===== src/rtl/vram_scan_arbiter_if.sv =====
// GPU access port and pixel stream port of the VRAM scan arbiter.
// The master side is the GPU plus the pixel consumer; the slave side is the arbiter.
interface vram_scan_arbiter_if #(
  parameter int X_W = 10,
  parameter int Y_W = 9
);
  logic                 gpu_req;
  logic                 gpu_we;
  logic [X_W+Y_W-1:0]   gpu_addr;
  logic [15:0]          gpu_wdata;
  logic                 gpu_gnt;
  logic [15:0]          gpu_rdata;
  logic                 px_valid;
  logic                 px_ready;
  logic [23:0]          px_data;
  logic [X_W-1:0]       px_x;

  modport master (
    output gpu_req, gpu_we, gpu_addr, gpu_wdata, px_ready,
    input  gpu_gnt, gpu_rdata, px_valid, px_data, px_x
  );

  modport slave (
    input  gpu_req, gpu_we, gpu_addr, gpu_wdata, px_ready,
    output gpu_gnt, gpu_rdata, px_valid, px_data, px_x
  );
endinterface


===== src/rtl/vram_scan_arbiter.sv =====
// Shares one async VRAM SRAM between GPU accesses and a scanline prefetcher that
// scales a source span into a pixel FIFO, with a guard against GPU starvation.
module vram_scan_arbiter #(
  parameter int SCREEN_W    = 320,
  parameter int X_W         = 10,
  parameter int Y_W         = 9,
  parameter int FIFO_DEPTH  = 16,
  parameter int MAX_VGA_RUN = 8
) (
  input  logic                  clk,
  input  logic                  rst_n,
  input  logic                  line_req,
  input  logic [Y_W-1:0]        line_y,
  input  logic [X_W-1:0]        x_tl,
  input  logic [X_W-1:0]        dis_w,
  output logic                  busy,
  output logic                  line_done,
  output logic                  line_overrun,
  vram_scan_arbiter_if.slave    bus,
  input  logic [15:0]           sram_dq_in,
  output logic [15:0]           sram_dq_out,
  output logic [19:0]           sram_addr,
  output logic                  sram_ce_n,
  output logic                  sram_lb_n,
  output logic                  sram_ub_n,
  output logic                  sram_oe_n,
  output logic                  sram_we_n
);
  localparam int ACC_W = X_W + 2;
  localparam int PTR_W = $clog2(FIFO_DEPTH);
  localparam int RUN_W = $clog2(MAX_VGA_RUN + 1);
  localparam logic [ACC_W-1:0] SW1      = ACC_W'(SCREEN_W);
  localparam logic [ACC_W-1:0] SW2      = ACC_W'(2 * SCREEN_W);
  localparam logic [X_W:0]     DIS_MAX  = (X_W + 1)'(2 * SCREEN_W - 1);
  localparam logic [X_W-1:0]   LAST_X   = X_W'(SCREEN_W - 1);
  localparam logic [PTR_W:0]   FULL_CNT = (PTR_W + 1)'(FIFO_DEPTH);
  localparam logic [RUN_W-1:0] RUN_MAX  = RUN_W'(MAX_VGA_RUN);

  typedef enum logic [1:0] {S_IDLE, S_FETCH, S_DRAIN} state_t;

  state_t             r_state, w_stateNext;
  logic [Y_W-1:0]     r_row;
  logic [X_W-1:0]     r_srcX;
  logic [ACC_W-1:0]   r_acc;
  logic [X_W-1:0]     r_disW;
  logic [X_W-1:0]     r_fetchCnt;
  logic [RUN_W-1:0]   r_runCnt;
  logic [PTR_W-1:0]   r_wrPtr, r_rdPtr;
  logic [PTR_W:0]     r_count;
  logic [23:0]        r_fifoData [FIFO_DEPTH];
  logic [X_W-1:0]     r_fifoX    [FIFO_DEPTH];

  logic               w_valid, w_pop, w_slot, w_guard, w_fetchGnt, w_gpuGnt;
  logic [ACC_W-1:0]   w_accSum;

  function automatic logic [23:0] expand(input logic [14:0] w);
    return {w[14:10], w[14:12], w[9:5], w[9:7], w[4:0], w[4:2]};
  endfunction

  assign w_valid    = (r_count != '0);
  assign w_pop      = w_valid & bus.px_ready;
  assign w_slot     = (r_state == S_FETCH) && ((r_count != FULL_CNT) || w_pop);
  assign w_guard    = (r_runCnt == RUN_MAX) && bus.gpu_req;
  assign w_fetchGnt = w_slot && !w_guard;
  assign w_gpuGnt   = bus.gpu_req && !w_fetchGnt;
  assign w_accSum   = r_acc + {2'b00, r_disW};

  assign busy         = (r_state != S_IDLE);
  assign bus.gpu_gnt  = w_gpuGnt;
  assign bus.px_valid = w_valid;
  assign bus.px_data  = w_valid ? r_fifoData[r_rdPtr] : 24'h0;
  assign bus.px_x     = w_valid ? r_fifoX[r_rdPtr] : '0;
  assign sram_ce_n    = 1'b0;
  assign sram_lb_n    = 1'b0;
  assign sram_ub_n    = 1'b0;

  always_ff @(posedge clk or negedge rst_n) begin
    if (!rst_n) r_state <= S_IDLE;
    else        r_state <= w_stateNext;
  end

  always_comb begin
    w_stateNext  = r_state;
    line_done    = 1'b0;
    line_overrun = 1'b0;
    case (r_state)
      S_IDLE: if (line_req) w_stateNext = S_FETCH;
      S_FETCH: begin
        line_overrun = line_req;
        if (w_fetchGnt && (r_fetchCnt == LAST_X)) w_stateNext = S_DRAIN;
      end
      S_DRAIN: begin
        line_overrun = line_req;
        if (w_pop && (r_fifoX[r_rdPtr] == LAST_X)) begin
          line_done   = 1'b1;
          w_stateNext = S_IDLE;
        end
      end
      default: w_stateNext = S_IDLE;
    endcase
  end

  // Incremental scaler: acc stays below SCREEN_W, and dis_w < 2*SCREEN_W, so src_x advances 0..2 per pixel.
  always_ff @(posedge clk or negedge rst_n) begin
    if (!rst_n) begin
      r_row      <= '0;
      r_srcX     <= '0;
      r_acc      <= '0;
      r_disW     <= '0;
      r_fetchCnt <= '0;
    end else if ((r_state == S_IDLE) && line_req) begin
      r_row      <= line_y;
      r_srcX     <= x_tl;
      r_acc      <= '0;
      r_fetchCnt <= '0;
      if ({1'b0, dis_w} > DIS_MAX) r_disW <= DIS_MAX[X_W-1:0];
      else if (dis_w == '0)         r_disW <= X_W'(1);
      else                          r_disW <= dis_w;
    end else if (w_fetchGnt) begin
      r_fetchCnt <= r_fetchCnt + X_W'(1);
      if (w_accSum >= SW2) begin
        r_srcX <= r_srcX + X_W'(2);
        r_acc  <= w_accSum - SW2;
      end else if (w_accSum >= SW1) begin
        r_srcX <= r_srcX + X_W'(1);
        r_acc  <= w_accSum - SW1;
      end else begin
        r_acc  <= w_accSum;
      end
    end
  end

  always_ff @(posedge clk or negedge rst_n) begin
    if (!rst_n)                          r_runCnt <= '0;
    else if (!bus.gpu_req || w_gpuGnt)   r_runCnt <= '0;
    else if (w_fetchGnt && (r_runCnt != RUN_MAX)) r_runCnt <= r_runCnt + RUN_W'(1);
  end

  always_ff @(posedge clk or negedge rst_n) begin
    if (!rst_n) begin
      r_wrPtr <= '0;
      r_rdPtr <= '0;
      r_count <= '0;
    end else begin
      if (w_fetchGnt) r_wrPtr <= r_wrPtr + PTR_W'(1);
      if (w_pop)      r_rdPtr <= r_rdPtr + PTR_W'(1);
      if (w_fetchGnt && !w_pop)      r_count <= r_count + (PTR_W + 1)'(1);
      else if (!w_fetchGnt && w_pop) r_count <= r_count - (PTR_W + 1)'(1);
    end
  end

  // Storage needs no reset: the head is masked by the count until written.
  always_ff @(posedge clk) begin
    if (w_fetchGnt) begin
      r_fifoData[r_wrPtr] <= expand(sram_dq_in[14:0]);
      r_fifoX[r_wrPtr]    <= r_fetchCnt;
    end
  end

  always_comb begin
    sram_addr     = 20'h0;
    sram_dq_out   = 16'h0;
    sram_oe_n     = 1'b1;
    sram_we_n     = 1'b1;
    bus.gpu_rdata = 16'h0;
    if (w_fetchGnt) begin
      sram_addr = 20'({r_row, r_srcX});
      sram_oe_n = 1'b0;
    end else if (w_gpuGnt) begin
      sram_addr = 20'(bus.gpu_addr);
      if (bus.gpu_we) begin
        sram_we_n   = 1'b0;
        sram_dq_out = bus.gpu_wdata;
      end else begin
        sram_oe_n     = 1'b0;
        bus.gpu_rdata = sram_dq_in;
      end
    end
  end
endmodule


===== src/flat_wrapper.sv =====
// flat-port wrapper written by rule: the top's interface ports become plain ports
module vram_scan_arbiter_flat 
#(
  parameter int SCREEN_W    = 320,
  parameter int X_W         = 10,
  parameter int Y_W         = 9,
  parameter int FIFO_DEPTH  = 16,
  parameter int MAX_VGA_RUN = 8
)
  (clk, rst_n, line_req, line_y, x_tl, dis_w, busy, line_done, line_overrun, sram_dq_in, sram_dq_out, sram_addr, sram_ce_n, sram_lb_n, sram_ub_n, sram_oe_n, sram_we_n, bus_gpu_req, bus_gpu_we, bus_gpu_addr, bus_gpu_wdata, bus_px_ready, bus_gpu_gnt, bus_gpu_rdata, bus_px_valid, bus_px_data, bus_px_x);
  vram_scan_arbiter_if #(.X_W(X_W), .Y_W(Y_W)) bus_i ();
  input  logic clk;
  input  logic rst_n;
  input  logic line_req;
  input  logic [Y_W-1:0] line_y;
  input  logic [X_W-1:0] x_tl;
  input  logic [X_W-1:0] dis_w;
  output logic busy;
  output logic line_done;
  output logic line_overrun;
  input  logic [15:0] sram_dq_in;
  output logic [15:0] sram_dq_out;
  output logic [19:0] sram_addr;
  output logic sram_ce_n;
  output logic sram_lb_n;
  output logic sram_ub_n;
  output logic sram_oe_n;
  output logic sram_we_n;
  input wire logic [$bits(bus_i.gpu_req)-1:0] bus_gpu_req;
  input wire logic [$bits(bus_i.gpu_we)-1:0] bus_gpu_we;
  input wire logic [$bits(bus_i.gpu_addr)-1:0] bus_gpu_addr;
  input wire logic [$bits(bus_i.gpu_wdata)-1:0] bus_gpu_wdata;
  input wire logic [$bits(bus_i.px_ready)-1:0] bus_px_ready;
  output wire logic [$bits(bus_i.gpu_gnt)-1:0] bus_gpu_gnt;
  output wire logic [$bits(bus_i.gpu_rdata)-1:0] bus_gpu_rdata;
  output wire logic [$bits(bus_i.px_valid)-1:0] bus_px_valid;
  output wire logic [$bits(bus_i.px_data)-1:0] bus_px_data;
  output wire logic [$bits(bus_i.px_x)-1:0] bus_px_x;
  assign bus_i.gpu_req = bus_gpu_req;
  assign bus_i.gpu_we = bus_gpu_we;
  assign bus_i.gpu_addr = bus_gpu_addr;
  assign bus_i.gpu_wdata = bus_gpu_wdata;
  assign bus_i.px_ready = bus_px_ready;
  assign bus_gpu_gnt = bus_i.gpu_gnt;
  assign bus_gpu_rdata = bus_i.gpu_rdata;
  assign bus_px_valid = bus_i.px_valid;
  assign bus_px_data = bus_i.px_data;
  assign bus_px_x = bus_i.px_x;
  vram_scan_arbiter #(.SCREEN_W(SCREEN_W), .X_W(X_W), .Y_W(Y_W), .FIFO_DEPTH(FIFO_DEPTH), .MAX_VGA_RUN(MAX_VGA_RUN)) u_core (.clk(clk), .rst_n(rst_n), .line_req(line_req), .line_y(line_y), .x_tl(x_tl), .dis_w(dis_w), .busy(busy), .line_done(line_done), .line_overrun(line_overrun), .bus(bus_i), .sram_dq_in(sram_dq_in), .sram_dq_out(sram_dq_out), .sram_addr(sram_addr), .sram_ce_n(sram_ce_n), .sram_lb_n(sram_lb_n), .sram_ub_n(sram_ub_n), .sram_oe_n(sram_oe_n), .sram_we_n(sram_we_n));
endmodule

===== config.mk =====
export PLATFORM = sky130hd
export DESIGN_NAME = vram_scan_arbiter_flat
export DESIGN_NICKNAME = d
export VERILOG_FILES = /design/src/rtl/vram_scan_arbiter_if.sv /design/src/rtl/vram_scan_arbiter.sv /design/src/flat_wrapper.sv
export SDC_FILE = /design/constraint.sdc
export NUM_CORES = 1
export LEC_CHECK = 0
export CORE_ASPECT_RATIO = 1.4
export CORE_MARGIN = 8
export CORE_UTILIZATION = 58
export CTS_CLUSTER_SIZE = 16
export DETAILED_ROUTE_END_ITERATION = 10
export PLACE_DENSITY = 0.8
export SKIP_CTS_REPAIR_TIMING = 1
export SLEW_MARGIN = 20
export SYNTH_ARGS = -nofsm -noshare
export SYNTH_HDL_FRONTEND = slang
export SYNTH_SLANG_ARGS = --single-unit
export TNS_END_PERCENT = 10

===== constraint.sdc =====
create_clock -name clk -period 4.85 [get_ports clk]
set_clock_uncertainty 0.1 [all_clocks]
set_input_delay 0.485 -clock clk [delete_from_list [all_inputs] [get_ports clk]]
set_output_delay 0.485 -clock clk [all_outputs]
set_load 0.02 [all_outputs]

* After elaboration in Yosys (flattened, before gate mapping) *
Memory sizes are Yosys's and may differ from the RTL's.
Index checks and enable logic that the tools add are counted.

word-level totals
  register bits = 70
  memory bits (writable) = 544
  bits of input ports = 86
  output and inout port bits = 96
  logic and storage cells = 105
  memories kept = 2

operators by class
  $add $sub $neg = 11
  magnitude comparators = 3
  equality and inequality tests = 10
  multiplexer cells = 41
  bitwise logic cells = 1
  reduce and logical (&&, ||, !) cells = 27

memory list
  memory             depth  bits a word  read ports  clocked after memory_dff  wr ports  RTL line                 RTL
  u_core.r_fifoData  16     24           1           0                         1         vram_scan_arbiter.sv:50  logic [23:0] r_fifoData [FIFO_DEPTH];
  u_core.r_fifoX     16     10           1           0                         1         vram_scan_arbiter.sv:51  logic [X_W-1:0] r_fifoX [FIFO_DEPTH];

operator list
  operator                  count
  $mux W16                  6
  $mux W10                  9
  $mux W12                  4
  $mux W19                  2
  $mux W24                  1
  $add A10 B1 Y10 const B   2
  $eq A10 B9 Y1 const B     2
  $add A12 B10 Y12          1
  $add A4 B1 Y4 const B     3
  $ge A12 B10 Y1 const B    1
  $ge A12 B9 Y1 const B     1
  $sub A12 B10 Y12 const B  1
  $sub A12 B9 Y12 const B   1
  $mux W1                   11
  $add A10 B2 Y10 const B   1
  $gt A10 B10 Y1 const B    1
  $logic_and A1 B1 Y1       10
  $logic_not A10 Y1         1
  $mux W5                   2
  $mux W4                   2
  $reduce_bool A2 Y1        4
  $mux W2                   3
  $pmux W2 S3               1
  $add A5 B1 Y5 const B     1
  other kinds (17)          22

* Depth between registers and ports, before layout *
Gate-level depths: netlist of the first run.

  depth in word-level cells = 9
  mapped depth = 15

* Worst setup path after synthesis of the first run *
Ideal clock, no wire load.

  kind = register -> register
  start point = reg u_core.r_runCnt[0]
  end point = mem u_core.r_fifoData[3][11], enable pin
  data arrival time = 3531 ps
  setup slack = 780 ps
  cell stages (with the launch flop) = 10
  buffers on the path = 2
  cells stage by stage = dfrtp_1 > inv_1 > ha_1 > nand4b_1 > o311ai_2 > inv_1 > clkbuf_1 > clkbuf_1 > nand2_1 > nor3_1

on the way
  cells in the longest elaborated chain, start to end = 6

RTL lines
  item                           RTL line                  RTL
  start, declared                vram_scan_arbiter.sv:47   logic [RUN_W-1:0] r_runCnt;
  start signal, assigned         vram_scan_arbiter.sv:136  else if (w_fetchGnt && (r_runCnt != RUN_MAX)) r_runCnt <= r_runCnt + RUN_W'(1);
  $eq A4 B4 Y1                   vram_scan_arbiter.sv:63   assign w_guard = (r_runCnt == RUN_MAX) && bus.gpu_req;
  $logic_and A1 B1 Y1            vram_scan_arbiter.sv:63
  $logic_not A1 Y1               vram_scan_arbiter.sv:64   assign w_fetchGnt = w_slot && !w_guard;
  $logic_and A1 B1 Y1            vram_scan_arbiter.sv:64
  $mux W1                        vram_scan_arbiter.sv:154  if (w_fetchGnt) begin
  $mux W1 (not written as such)  vram_scan_arbiter.sv:155  r_fifoData[r_wrPtr] <= expand(sram_dq_in[14:0]);
  end, declared                  vram_scan_arbiter.sv:50

Every way passes these cells.

* Worst setup path in the final report of the first run *
  start point = reg u_core.r_rdPtr[0]
  end point = out line_done

on the way
  cells in the longest elaborated chain, start to end = 5

RTL lines
  item                    RTL line                  RTL
  start, declared         vram_scan_arbiter.sv:48   logic [PTR_W-1:0] r_wrPtr, r_rdPtr;
  start signal, assigned  vram_scan_arbiter.sv:146  if (w_pop) r_rdPtr <= r_rdPtr + PTR_W'(1);
  $mem_v2 Z16 W10         n/a
  $eq A10 B9 Y1           vram_scan_arbiter.sv:94   if (w_pop && (r_fifoX[r_rdPtr] == LAST_X)) begin
  $logic_and A1 B1 Y1     vram_scan_arbiter.sv:94
  $mux W1                 vram_scan_arbiter.sv:94
  $mux W1                 vram_scan_arbiter.sv:86   case (r_state)
  end, declared           flat_wrapper.sv:19        output logic line_done;

Every way passes these cells.

==> results of run 1 <==
[placed cells by master, fill, tap and decap left out, types with 7 or more instances in the layout]
master	n
nand3_1	20
edfxtp_1	400
nor2_1	38
a31oi_1	10
and2_1	61
a21oi_1	22
nor2_2	13
nand2_1	118
dfrtp_1	67
ha_1	33
clkinv_1	7
inv_1	19
xnor2_1	20
buf_4	33
o21ai_0	30
and3_1	8
a21o_1	8
mux4_2	125
clkdlybuf4s50_1	176
clkbuf_1	7
clkbuf_16	43
xor2_1	10
[state kept, by name, summed over array words and instances, names as in the netlist, 5 cells and up]
signal             flops
u_core.r_acc          12
u_core.r_count         5
u_core.r_disW         10
u_core.r_fetchCnt     10
u_core.r_fifoData    240
u_core.r_fifoX       160
u_core.r_row           9
u_core.r_srcX         10
[worst max-delay path, cell delays in order, from the launching register on]
cell and delay [ns]:
dfrtp_4 0.75, buf_12 0.45, mux4_2 0.39, mux4_2 0.30, nand4b_1 0.18, nor4_1 0.55
clkdlybuf4s50_1 0.73
[final cells by class]
cell class	count	area (µm²)	area share, %
clock inverter	24	299.0	1.244
clock buffer	53	1144	4.759
multi-input combinational	633	6112	25.43
sequential	470	13770	57.31
inverter	20	75.07	0.3124
tap	456	570.5	2.374
timing repair buffer	212	2059	8.570
[worst max path at each step]
stage / start / end / cells past startpoint
floorplan: u_core.r_runCnt[0] / u_core.r_fifoData[3][11] / 9
global placement: u_core.r_disW[3] / u_core.r_srcX[0] / 12
detailed placement: u_core.r_disW[3] / u_core.r_srcX[0] / 12
CTS: u_core.r_rdPtr[0] / line_done / 7
global route: u_core.r_rdPtr[0] / line_done / 7
finish: u_core.r_rdPtr[0] / line_done / 6
[stage by stage]
stage	area [µm²]	hold slack, ns
final	24030	0.3696
after global routing	24030	0.3768
after CTS	24020	0.07979
after detailed placement	22580	0.3677
after global placement	22580	0.3600
after floorplan	20250	0.08941
[cells by family after synthesis]
logic type / synth area share, %
adders and majority gates: 2.238
other: 0.01853
DFF: 68.01
and+or+nand+nor: 7.604
muxes: 14.18
buffers and inverters: 2.114
xor gates and xnor gates: 1.459
AOI/OAI and AO/OA: 4.383
[where the power goes]
part / switching, µW / total (µW) / internal [µW]
Clock: 1470 / 3480 / 2010
Sequential: 525 / 5480 / 4960
Combinational: 3610 / 6710 / 3100
Total: 5610 / 15700 / 10100
[per-layer routing]
| layer | vias up | routed length (µm) | global-route usage [%] |
|---|---|---|---|
| li1 | 5011 | - | - |
| met1 | 5912 | 17570 | 28.07 |
| met2 | 643 | 26740 | 43.80 |
| met3 | 130 | 4037 | 5.531 |
| met4 | 2 | 1949 | 10.26 |
| met5 | - | 11 | 0 |
==> impl_metrics.py, run 1 <==
metrics = {
    "synthesis": {
        "yosysMostFrequentCell": "edfxtp_1",
        "synth_top_area_share_pct": 59.35,
        "synth_cells": 1192,
        "async_reset_ff_share_pct": 14.89,
        "ys_warn_count": 0,
        "synth-seq-area-share_pct": 68.01,
        "yosys_most_used_dff": "edfxtp_1",
        "synthTopCellsByArea": "edfxtp_1 (59%), mux4_2 (14%), dfrtp_1 (8.7%)",
        "netlist_area_mm2": 0.02024,
        "synth_enable_flop_cells": 400,
        "yosys-top-cells-count": "edfxtp_1 (400), mux4_2 (125), nand2_1 (118)",
        "avgSynthCellArea_um2": 16.98,
        "ys_ff_latch": 470,
        "synth.distinct_cells": 74,
        "synth_top_area_cell": "edfxtp_1",
    },
    "clock_tree": {
        "cts_tree": "yes",
        "clk_pin_slew_ns": 0.06,
        "clk_latency_ns": 0.56,
        "cts-buffers-inserted": 42,
        "cts_max_path_buffers": 3,
        "cts_sinks": 470,
        "ctsRootBufferMaster": "clkbuf_16",
        "htreeDepth": 2,
    },
    "finish": {
        "insertedDiodeCount": 0,
        "fin_util_pct": 69.33,
        "final_cells": 1868,
        "nets": 1500,
        "fillers": 2171,
        "layout-drive-gt1-share_pct": 18.84,
        "area_growth_pct": 18.74,
    },
    "sta": {
        "fmax_ghz": 0.2162,
        "max_slew.worst_pin.slew_ns": 0.9027,
        "min_period_ns": 4.626,
        "setup_viol": 0,
        "hold_violations": 0,
        "fin_tns_setup_ns": 0,
        "rsz0062_at_grt": "no",
        "slew-limit-headroom_pct": 39.76,
        "drv_slew": 0,
        "fin_crit_sh_pct": 95.39,
        "setup_ws_ns": 0.2237,
    },
    "min_path": {
        "min_path_cells": 3,
        "hold_end": "u_core.r_row[7]",
        "min_path_type": "input port to flip-flop",
        "min-delay-start": "line_y[7]",
    },
    "global_route": {
        "grt_first_pass_wirelength_mm": 76.00,
        "grt_usage_pct": 24.54,
        "grt_pass1_vias": 12530,
        "antenna_found_initial": 1,
        "grt_max_degree": 65,
        "overflow": 0,
    },
    "detailed_routing": {
        "drt_iter0_drc": 1062,
        "final_antenna_net_count": 0,
        "firstDrtPassIters": 5,
        "drt-vias-per-instance": 6.262,
        "vias": 11700,
        "avgRoutedWirePerCell_um": 26.93,
        "route.detailed.drc": 0,
        "wl_mm": 50.30,
    },
    "placed_design": {
        "place_inst": 1790,
        "gp_congestion": 0.8522,
        "post-place-ws_ns": 0.7786,
        "io_buffers": 177,
        "dp_hpwl_mm": 28.37,
    },
    "worst_setup_path": {
        "critPathLaunchType": "flip-flop",
        "cp-end-kind": "primary output",
        "r2r_end": "u_core.r_srcX[0]",
        "worstSetupPathType": "flip-flop to primary output",
        "r2r_cells": 12,
        "ff2ff_setup_slack_ns": 0.71,
        "critical_path_required_ns": 4.26,
        "worstReg2RegStart": "u_core.r_disW[3]",
        "arrival_ns": 4.04,
        "path_max_fanout": 64,
    },
    "run_status": {
        "status": "completed",
    },
    "run": {
        "cap_viol_max_count": 0,
    },
    "power_and_ir_drop": {
        "ir_drop_v": 0.0005030,
        "cellPowerDensity_mw_per_mm2": 652.0,
        "finalPower_uw": 15670,
        "p_leak_uw": 0.008244,
    },
    "floorplanning": {
        "die_width_um": 173.9,
        "initial_core_util_pct": 58.39,
        "pin_count": 182,
        "die-area_mm2": 0.04121,
        "fp.dieH_um": 237.0,
        "design.core.area_mm2": 0.03466,
        "row_count": 81,
    },
}
No activity file was read; power rests on OpenSTA's default activity.
==> run 2, diff against run 1 <==
Clock period 4.85 ns to 4.9 ns, I/O delays scaled along.
==> run 2 against run 1 <==
Net effect:
- total power down 3.0%
- first-iteration DRC count up 8.0%
- design area down 0.58%
- clock-buffer cell count up 2
- largest power group unchanged
- highest routed layer is now met4
==> impl_metrics.py, run 2 (same netlist as run 1, synthesis figures left out) <==
metrics = {
    "finish": {
        "mostFrequentLayoutCells": "edfxtp_1 (400), clkdlybuf4s50_1 (176), mux4_2 (125), nand2_1 (118), dfrtp_1 (67)",
        "nets": 1500,
        "layout-drive-gt1-share_pct": 18.55,
        "final_common_cell": "edfxtp_1",
        "final_cells": 1863,
        "top_regs": "u_core.r_fifoData: 240 flops, u_core.r_fifoX: 160 flops, u_core.r_acc: 12 flops",
        "largest_register_ffs": 240,
        "area_growth_pct": 18.06,
        "insertedDiodeCount": 0,
        "largest-register": "u_core.r_fifoData",
        "fin_util_pct": 68.93,
    },
    "placed_design": {
        "io_buffers": 177,
        "place_inst": 1790,
        "dp_hpwl_mm": 27.54,
        "gp_congestion": 0.8353,
    },
    "global_route": {
        "antenna_found_initial": 0,
        "grt_max_degree": 68,
        "grt_usage_pct": 23.81,
        "overflow": 0,
        "grt_pass1_vias": 12390,
        "grt_first_pass_wirelength_mm": 74.65,
    },
    "clock_tree": {
        "ctsRootBufferMaster": "clkbuf_16",
        "cts_sinks": 470,
        "cts-buffers-inserted": 42,
        "cts_max_path_buffers": 3,
        "cts_tree": "yes",
        "clk_latency_ns": 0.56,
        "htreeDepth": 2,
        "clk_pin_slew_ns": 0.06,
    },
    "power_and_ir_drop": {
        "ir_drop_v": 0.0004602,
        "finalPower_uw": 15200,
        "p_leak_uw": 0.008175,
        "cellPowerDensity_mw_per_mm2": 636.3,
    },
    "floorplanning": {
        "row_count": 81,
        "initial_core_util_pct": 58.39,
        "pin_count": 182,
        "fp.dieH_um": 237.0,
        "die_width_um": 173.9,
        "die-area_mm2": 0.04121,
        "design.core.area_mm2": 0.03466,
    },
    "run": {
        "cap_viol_max_count": 0,
    },
    "sta": {
        "hold_ws_ns": 0.1870,
        "max_slew.worst_pin.slew_ns": 0.9518,
        "drv_slew": 0,
        "min_period_ns": 4.650,
        "fmax_ghz": 0.2151,
        "fin_tns_setup_ns": 0,
        "fin_crit_sh_pct": 94.89,
        "setup_viol": 0,
        "rsz0062_at_grt": "no",
        "slew-limit-headroom_pct": 36.09,
        "hold_violations": 0,
    },
    "detailed_routing": {
        "avgRoutedWirePerCell_um": 26.13,
        "route.detailed.drc": 0,
        "vias": 11560,
        "wl_mm": 48.69,
        "drt-vias-per-instance": 6.205,
        "drt_iter0_drc": 1147,
        "firstDrtPassIters": 5,
        "final_antenna_net_count": 0,
    },
    "worst_setup_path": {
        "cp-end-kind": "primary output",
        "critPathLaunchType": "flip-flop",
        "worstSetupPathType": "flip-flop to primary output",
        "worstReg2RegStart": "u_core.r_disW[3]",
        "r2r_cells": 12,
        "path_max_fanout": 24,
        "ff2ff_setup_slack_ns": 0.66,
        "critical_path_required_ns": 4.31,
        "arrival_ns": 4.06,
        "r2r_end": "u_core.r_srcX[0]",
    },
    "run_status": {
        "status": "completed",
    },
    "min_path": {
        "min_path_type": "input port to asynchronous set/reset pin",
    },
}
==> run 2: routing by layer <==
layer	track usage [%]	vias up	part of all wire, %
met4	7.920	0	2.8
li1	-	5003	-
met3	5.180	94	7.8
met1	28.33	5872	36
met2	42.37	590	53
met5	0	-	0
==> run 2: stage by stage <==
| stage | cell area [µm²] | setup slack [ns] |
|---|---|---|
| final | 23890 | 0.2504 |
| after global routing | 23890 | 0.08174 |
| after CTS | 23880 | 0.2434 |
| after detailed placement | 22580 | 0.7811 |
| after global placement | 22580 | 0.9000 |
| after floorplan | 20250 | 0.8304 |
==> run 2: cell type report <==
type / instances / area (µm²)
clock inverter: 17 / 165.2
inverter: 20 / 75.07
clock buffer: 55 / 1141
multi-input combinational: 633 / 6112
timing repair buffer: 212 / 2057
sequential: 470 / 13770
fill: 2206 / 10770
tap: 456 / 570.5
==> run 2: critical path: stages, from the launching register on <==
cell and delay [ns]:
dfrtp_4 0.75, mux4_2 0.59, mux4_2 0.51, nand4b_1 0.28, nor4_1 0.65, clkdlybuf4s50_1 0.73
==> run 2: worst max-delay path by stage <==
| stage | from | end | slack (ns) | cells after the start |
|---|---|---|---|---|
| global route | u_core.r_rdPtr[0] | line_done | 0.08 | 6 |
| global placement | u_core.r_disW[3] | u_core.r_srcX[0] | 0.90 | 12 |
| floorplan | u_core.r_runCnt[0] | u_core.r_fifoData[3][11] | 0.83 | 9 |
| finish | u_core.r_rdPtr[0] | line_done | 0.25 | 5 |
| detailed placement | u_core.r_disW[4] | u_core.r_srcX[0] | 0.78 | 12 |
| CTS | u_core.r_rdPtr[0] | line_done | 0.24 | 5 |
==> run 2: where the power goes <==
group          total (µW)  switching [µW]  internal, µW
Combinational        6630            3560          3070
Sequential           5410             501          4910
Clock                3170            1420          1750
Total               15200            5470          9730
